File: src/rtl/seg7_scan_driver.sv
// Purpose : time-multiplexed common-anode 7-segment scanner; one digit per scan tick, frame-coherent digit snapshot.
// Latency : outputs are registered one cycle after the index/shadow update at the scan tick.
// Backpress: none; en=0 blanks the display and freezes the prescaler and index in place.
//
// Ports:
//   clk, rst    - system clock (rising edge), synchronous active-high reset
//   en          - 1 = scan, 0 = display dark with prescaler/index frozen
//   data_in     - packed nibbles, digit k = data_in[4k+3:4k], digit 0 rightmost
//   dp_in       - per-digit decimal point request (1 = lit)
//   blank_in    - per-digit force-dark
//   lz_en       - suppress leading zeros (digit 0 is never suppressed)
//   seg_out     - active-low {dp,g,f,e,d,c,b,a}
//   an_out      - active-low anode select, one-hot-low or all ones
//   frame_done  - one-cycle pulse on the first output cycle of digit 0
module seg7_scan_driver #(
  parameter int DIGITS   = 8,
  parameter int CLK_DIV  = 100000,
  parameter int HEX_MODE = 0
) (
  input  logic                clk,
  input  logic                rst,
  input  logic                en,
  input  logic [4*DIGITS-1:0] data_in,
  input  logic [DIGITS-1:0]   dp_in,
  input  logic [DIGITS-1:0]   blank_in,
  input  logic                lz_en,
  output logic [7:0]          seg_out,
  output logic [DIGITS-1:0]   an_out,
  output logic                frame_done
);

  localparam int CW = (CLK_DIV > 1) ? $clog2(CLK_DIV) : 1;
  localparam int IW = (DIGITS > 1) ? $clog2(DIGITS) : 1;

  localparam logic [CW-1:0]     COUNT_MAX = CW'(CLK_DIV - 1);
  localparam logic [IW-1:0]     IDX_MAX   = IW'(DIGITS - 1);
  localparam logic [DIGITS-1:0] AN_ONE    = DIGITS'(1);
  localparam logic [6:0]        DASH      = 7'b0111111;

  // Scan state
  logic [CW-1:0] count;
  logic [IW-1:0] idx;
  logic          tick;
  logic          wrap;
  logic [IW-1:0] idx_next;
  logic          new_frame;

  // Frame snapshot: every decode below reads these, never the live inputs
  logic [4*DIGITS-1:0] shadow_data;
  logic [DIGITS-1:0]   shadow_dp;
  logic [DIGITS-1:0]   shadow_blank;
  logic                shadow_lz;

  // Decode of the current slot
  logic [DIGITS-1:0] suppress;
  logic              zero_run;
  logic [3:0]        cur_nib;
  logic              cur_dp;
  logic              cur_dark;
  logic [6:0]        cur_glyph;

  // Active-low {g..a} glyph for one nibble
  function automatic logic [6:0] glyph(input logic [3:0] nib);
    logic [6:0] g;
    case (nib)
      4'h0:    g = 7'b1000000;
      4'h1:    g = 7'b1111001;
      4'h2:    g = 7'b0100100;
      4'h3:    g = 7'b0110000;
      4'h4:    g = 7'b0011001;
      4'h5:    g = 7'b0010010;
      4'h6:    g = 7'b0000010;
      4'h7:    g = 7'b1111000;
      4'h8:    g = 7'b0000000;
      4'h9:    g = 7'b0010000;
      4'hA:    g = (HEX_MODE != 0) ? 7'b0001000 : DASH;
      4'hB:    g = (HEX_MODE != 0) ? 7'b0000011 : DASH;
      4'hC:    g = (HEX_MODE != 0) ? 7'b1000110 : DASH;
      4'hD:    g = (HEX_MODE != 0) ? 7'b0100001 : DASH;
      4'hE:    g = (HEX_MODE != 0) ? 7'b0000110 : DASH;
      default: g = (HEX_MODE != 0) ? 7'b0001110 : DASH;
    endcase
    return g;
  endfunction

  assign tick     = en && (count == COUNT_MAX);
  assign wrap     = (idx == IDX_MAX);
  assign idx_next = wrap ? '0 : idx + 1'b1;

  // Leading-zero mask: walk from the most significant digit down, keeping a
  // running "everything above and including here is zero" flag. Digit 0 is
  // left out of the walk so it always shows something.
  always_comb begin
    suppress = '0;
    zero_run = 1'b1;
    for (int k = DIGITS - 1; k >= 1; k--) begin
      zero_run    = zero_run && (shadow_data[4*k +: 4] == 4'd0);
      suppress[k] = shadow_lz && zero_run;
    end
  end

  always_comb begin
    cur_nib   = shadow_data[{idx, 2'b00} +: 4];
    cur_dp    = shadow_dp[idx];
    cur_dark  = !en || shadow_blank[idx] || suppress[idx];
    cur_glyph = glyph(cur_nib);
  end

  always_ff @(posedge clk) begin
    if (rst) begin
      count        <= '0;
      idx          <= IDX_MAX;
      new_frame    <= 1'b0;
      shadow_data  <= '0;
      shadow_dp    <= '0;
      shadow_blank <= '1;
      shadow_lz    <= 1'b0;
      seg_out      <= 8'hFF;
      an_out       <= '1;
      frame_done   <= 1'b0;
    end else begin
      // Prescaler only moves while enabled, so a paused digit keeps its
      // remaining on-time.
      if (en) begin
        count <= tick ? '0 : count + 1'b1;
      end

      if (tick) begin
        idx <= idx_next;
        // Wrapping back to digit 0 starts a new frame: capture the inputs
        // present in this very cycle.
        if (wrap) begin
          shadow_data  <= data_in;
          shadow_dp    <= dp_in;
          shadow_blank <= blank_in;
          shadow_lz    <= lz_en;
        end
      end

      // Marks the cycle after the wrap so frame_done lines up with the
      // first registered output of digit 0.
      new_frame  <= tick && wrap;
      frame_done <= new_frame;

      if (cur_dark) begin
        seg_out <= 8'hFF;
        an_out  <= '1;
      end else begin
        seg_out <= {~cur_dp, cur_glyph};
        an_out  <= ~(AN_ONE << idx);
      end
    end
  end

endmodule

File: config.mk
export PLATFORM = sky130hd
export DESIGN_NAME = seg7_scan_driver
export DESIGN_NICKNAME = d
export VERILOG_FILES = /design/src/rtl/seg7_scan_driver.sv
export SDC_FILE = /design/constraint.sdc
export NUM_CORES = 1
export LEC_CHECK = 0
export ABC_AREA = 1
export CAP_MARGIN = 5
export CORE_AREA = 4 4 98 91
export DETAILED_ROUTE_END_ITERATION = 8
export DIE_AREA = 0 0 102 95
export DONT_BUFFER_PORTS = 1
export HOLD_SLACK_MARGIN = 0.08
export PLACE_DENSITY = 0.73
export SYNTH_ARGS = -nofsm -noshare
export SYNTH_HDL_FRONTEND = slang
export SYNTH_SLANG_ARGS = --single-unit
File: constraint.sdc
create_clock -name clk -period 2.25 [get_ports clk]
set_input_delay 0.3375 -clock clk [delete_from_list [all_inputs] [get_ports clk]]
set_output_delay 0.3375 -clock clk [all_outputs]
set_load 0.01 [all_outputs]
**Yosys cells after proc, flatten, opt, wreduce, memory -nomap -nowiden**

Memory sizes are Yosys's and may differ from the RTL's. A register that Yosys moved wholly into a read port is not among the register bits.
Cells that the tools add are included.

- Bits in registers: 87
- Bits in latches: 0
- Memory bits (writable): 0
- ROM bits: 112
- Bits of input ports: 52
- Output and inout bits: 17
- Word-level logic and storage cells: 55
- Memories kept: 1

- Add/subtract/negate cells: 2
- Multipliers: 0
- Div/mod/pow operators: 0
- $lt $le $gt $ge: 1
- Equal/unequal tests: 2
- Shifts and indexed selects: 2
- Multiplexer cells: 8
- Bitwise gates (word level): 2
- Reductions and logical operators: 27

Memory list:

| name | words | width | rd ports | clocked after memory_dff | write ports | RTL line | text |
|---|---|---|---|---|---|---|---|
| (no name shown) | 16 | 7 | 1 | 1 | 0 | 65 | `case (nib)` |

Operators with widths:

| operator | number |
|---|---|
| $shiftx 32x6->4 | 1 |
| $logic_not 4->1 | 7 |
| $add 17x1->17 const B | 1 |
| $eq 17x17->1 const B | 1 |
| $mux 17 | 1 |
| $logic_and 1x1->1 | 15 |
| $bmux 1 s3 | 3 |
| $not 8->8 | 1 |
| $shl 1x3->8 const A | 1 |
| $lt 3x4->1 const B | 1 |
| $add 3x1->3 const B | 1 |
| $eq 3x3->1 const B | 1 |
| $mux 1 | 3 |
| $mux 3 | 1 |
| $logic_or 1x1->1 | 2 |
| $reduce_and 2->1 | 1 |
| $reduce_or 2->1 | 1 |
| $logic_not 1->1 | 1 |
| $not 1->1 | 1 |

**Longest topological paths before layout**

- Depth after elaboration: 12
- Gate-level depth with buffers: 13
- Gate-level depth less buffers: 11

**Worst setup path before layout**

Ideal clock, no wire load.

- Path type: reg2reg
- Start: reg idx[0]
- End: reg seg_out[5]
- Library setup time: 0.123 ns
- Arrival: 1.645 ns
- Data required time: 2.127 ns
- Slack: 0.481 ns
- Cell stages (with the launch flop): 12
- Path buffers: 2
- Clock period less this slack: 1.769 ns
- Cell sequence: dfxtp_1 > buf_4 > buf_2 > nand2_1 > nand3_1 > nand3_1 > nand2_1 > inv_1 > ha_1 > nand3b_1 > nand3_1 > nand3_1

- Longest elaborated chain between the ends: 5
- Elaborated cells between the ends (all ways): 8
- Classes of those cells: shift (1); mux (4); reduce/logical (3)

Ends and longest elaborated chain:

| element | RTL line | text |
|---|---|---|
| from (decl) | 42 | `logic [IW-1:0] idx;` |
| from (signal assigned) | 129 | `idx <= idx_next;` |
| $bmux 1 s3 | 105 | `cur_dark = !en \|\| shadow_blank[idx] \|\| suppress[idx];` |
| $mux 1 (not written as such) | 105 |  |
| $logic_or 1x1->1 (2 in a row) | 105 |  |
| $reduce_or 2->1 (no line) | - |  |
| to (decl) | 27 | `output logic [7:0] seg_out,` |

Parallel ways exist; a longest one is shown, timed or not. The select of a mux whose other input is x is not followed.
A chain may end at the register's enable or synchronous reset.

**Final worst setup path**

- Start: reg count[0]
- End: reg shadow_data[19]

- Longest elaborated chain between the ends: 3

Ends and longest elaborated chain:

| element | RTL line | text |
|---|---|---|
| from (decl) | 41 | `logic [CW-1:0] count;` |
| from (signal assigned) | 125 | `count <= tick ? '0 : count + 1'b1;` |
| $eq 17x17->1 | 86 | `assign tick = en && (count == COUNT_MAX);` |
| $logic_and 1x1->1 | 86 |  |
| $reduce_and 2->1 (no line) | - |  |
| to (signal assigned) | 133 | `shadow_data <= data_in;` |
| to (decl) | 49 | `logic [4*DIGITS-1:0] shadow_data;` |

No other way between the ends.

==> flow_summary.json <==
{
  "drt_iter0_drc": 115,
  "cts_tree": "built",
  "grt_pass1_vias": 3498,
  "reg2reg_slack_ns": 0.30,
  "fin_tns_setup_ns": 0,
  "ir_worst_vdd_v": 0.000381,
  "fin_crit_sh_pct": 86.8,
  "slowest_stage": "nor2_2",
  "critPathTopFamily": "simple AND/OR/NAND/NOR gates",
  "antenna_found_initial": 0,
  "final_common_cell": "nand2_1",
  "yosysUniqueCellTypes": 30,
  "fmax_ghz": 0.512,
  "port_buffers": 0,
  "overflow": 0,
  "path_clk_slew_ns": 0.09,
  "drive_gt1_share_pct": 14.4,
  "area_delta_synth_final_pct": 5.72,
  "synth_edf_count": 0,
  "fp.dieW_um": 102,
  "vias": 3583,
  "routed_wl_um": 9430,
  "ys_seq_elements": 87,
  "nets": 637,
  "final_util_pct": 56.7,
  "post_cts_buffers": 0,
  "cp-start-kind": "flip-flop",
  "arrival_ns": 2.25,
  "worstSetupPathType": "flip-flop to flip-flop",
  "yosysTopAreaCell": "dfxtp_1",
  "n_antenna_cell": 0,
  "dr.pass1.iters": 4,
  "row_count": 31,
  "dpl_worst_slack_ns": 0.341,
  "postCtsResizedCells": 0,
  "synth_area_leaders": "dfxtp_1 41%, nand2_1 9.0%, nand3_1 8.1%",
  "finalHoldViolations": 0,
  "setup_ws_ns": 0.297,
  "rsz0062_at_grt": "false",
  "fill_cells": 800,
  "clock_latency_ns": 0.37,
  "crit_chain": "ha_1, nand2_2, nor3_2, nand3_2, nor2_2, buf_12, o21ai_0, nor2_1",
  "drc": 0,
  "track_usage_pct": 20.8,
  "syn_avg_cell_area_um2": 7.36,
  "cts-root-buf": "clkbuf_8",
  "skew_ns": 0.0105,
  "design.core.area_um2": 7910,
  "fin_hold_ws_ns": 0.0928,
  "setup_viol": 0,
  "critPathBufInv": 1,
  "syn_inst": 577,
  "detail_route.wl_per_cell_um": 13.9,
  "cp.required_ns": 2.55,
  "synth_nets": 641,
  "stdcell_area_um2": 4490,
  "synth.cell_area_um2": 4240,
  "max_slew_margin_pct": 65.2,
  "final-max-slew-violation-count": 0,
  "cap_violations": 0,
  "cts_sinks": 87,
  "endpoint_kind": "flip-flop",
  "cts_made_buffers": 9,
  "ios": 69,
  "synthArstFlopShare_pct": 0,
  "worst_pin_slew_ns": 0.522,
  "die_h_um": 95,
  "final_antenna_net_count": 0,
  "hpwlAfterDp_um": 6930,
  "p_leak_uw": 0.00193,
  "dieArea_um2": 9690,
  "run_status": "finished, final reports clean",
  "synth.top_cell.area_share_pct": 41.0,
  "power_density_nw_per_um2": 599,
  "vias_per_cell": 5.29,
  "grt_pass1_wl_um": 16100,
  "placed_area_um2": 4270,
  "start_util_pct": 53.6,
  "period_needed_ns": 1.95,
  "crit_fanout": 25,
  "cpPeakStageDelay_ns": 0.39,
  "dominantRegCellSynth": "dfxtp_1",
  "clk_path_buf_depth": 2,
  "routabilityCongestion": 0.904,
  "hp-class": "input pin to flip-flop",
  "htreeDepth": 3,
  "yosysSeqAreaShare_pct": 41.0,
  "ys_warn_count": 0,
  "grt_max_degree": 55,
  "final_cell_mix": "102 x nand2_1, 87 x dfxtp_1, 74 x nor2_1"
}
[worst register-to-register path, cell delays in order, from the launching register on]
cell and delay [ns]:
dfxtp_1 0.38, ha_1 0.20, nand2_2 0.12, nor3_2 0.19, nand3_2 0.15, nor2_2 0.39, buf_12 0.21, o21ai_0 0.08
nor2_1 0.14
[state kept, by name, summed over array words and instances (netlist names)]
register / count
new_frame: 1
idx: 3
an_out: 8
shadow_lz: 1
seg_out: 8
shadow_data: 32
frame_done: 1
shadow_dp: 8
shadow_blank: 8
count: 17
[cells by family (layout without fill, tap and decap cells)]
logic type | after synthesis | after routing | share of synthesized area, %
compound gates | 74 | 74 | 9.40
buf+inv | 80 | 81 | 9.26
xor+xnor | 4 | 4 | 0.825
fa+ha+maj | 12 | 12 | 3.54
flops | 87 | 87 | 41.0
simple gates | 320 | 320 | 35.9
[cell usage after synthesis (2+ instances only)]
cell type	instances
nand2_1	102
dfxtp_1	87
nor2_1	74
nand3_1	69
inv_1	48
o21ai_0	44
nor2_2	42
a21oi_1	15
ha_1	12
nand4_1	12
buf_2	9
buf_6	8
nor3_1	8
clkbuf_1	7
o211ai_1	7
o21ai_1	7
xor2_1	4
buf_4	3
inv_2	3
nand3_2	3
nand3b_1	2
nor3_2	2
nor3_4	2
[stage by stage]
| stage | instances | total power, µW |
|---|---|---|
| after floorplan | 577 | 1610 |
| after global placement | 659 | 1610 |
| after detailed placement | 659 | 1610 |
| after CTS | 676 | 2710 |
| after global routing | 677 | 2790 |
| final | 677 | 2690 |
[final timing paths]
check	startpoint	end	depth (start not counted)
max	count[0]	shadow_data[19]	8
min	dp_in[4]	shadow_dp[4]	2
max reg2reg	count[0]	shadow_data[19]	8
min reg2reg	new_frame	frame_done	2
[metal layers]
layer	vias to the layer above	track usage, %	part of all wire [%]
met4	0	6.78	1.6
li1	1855	-	-
met1	1627	26.6	45
met2	85	33.6	46
met5	-	0	0
met3	16	6.35	7.2
[where the power goes]
part / leakage, µW / internal (µW) / switching (µW)
Combinational: 0.00113 / 11.0 / 24.2
Clock: 0.000101 / 524 / 586
Sequential: 0.000702 / 1540 / 2.83
[final cells by class]
type	count	area [µm²]	share of cell area, %
Tap cell	99	124	2.76
Sequential cell	87	1740	38.8
Multi-Input combinational cell	410	2110	47.0
Inverter	52	195	4.35
Timing Repair Buffer	13	115	2.57
Clock buffer	9	124	2.76
Clock inverter	7	77.6	1.73
[repair_timing]
action,in CTS,in global routing
hold buffers,1,1
endpoints found under the setup margin,0,0
hold endpoints to repair,6,1
(Power assumes the default switching activity.)
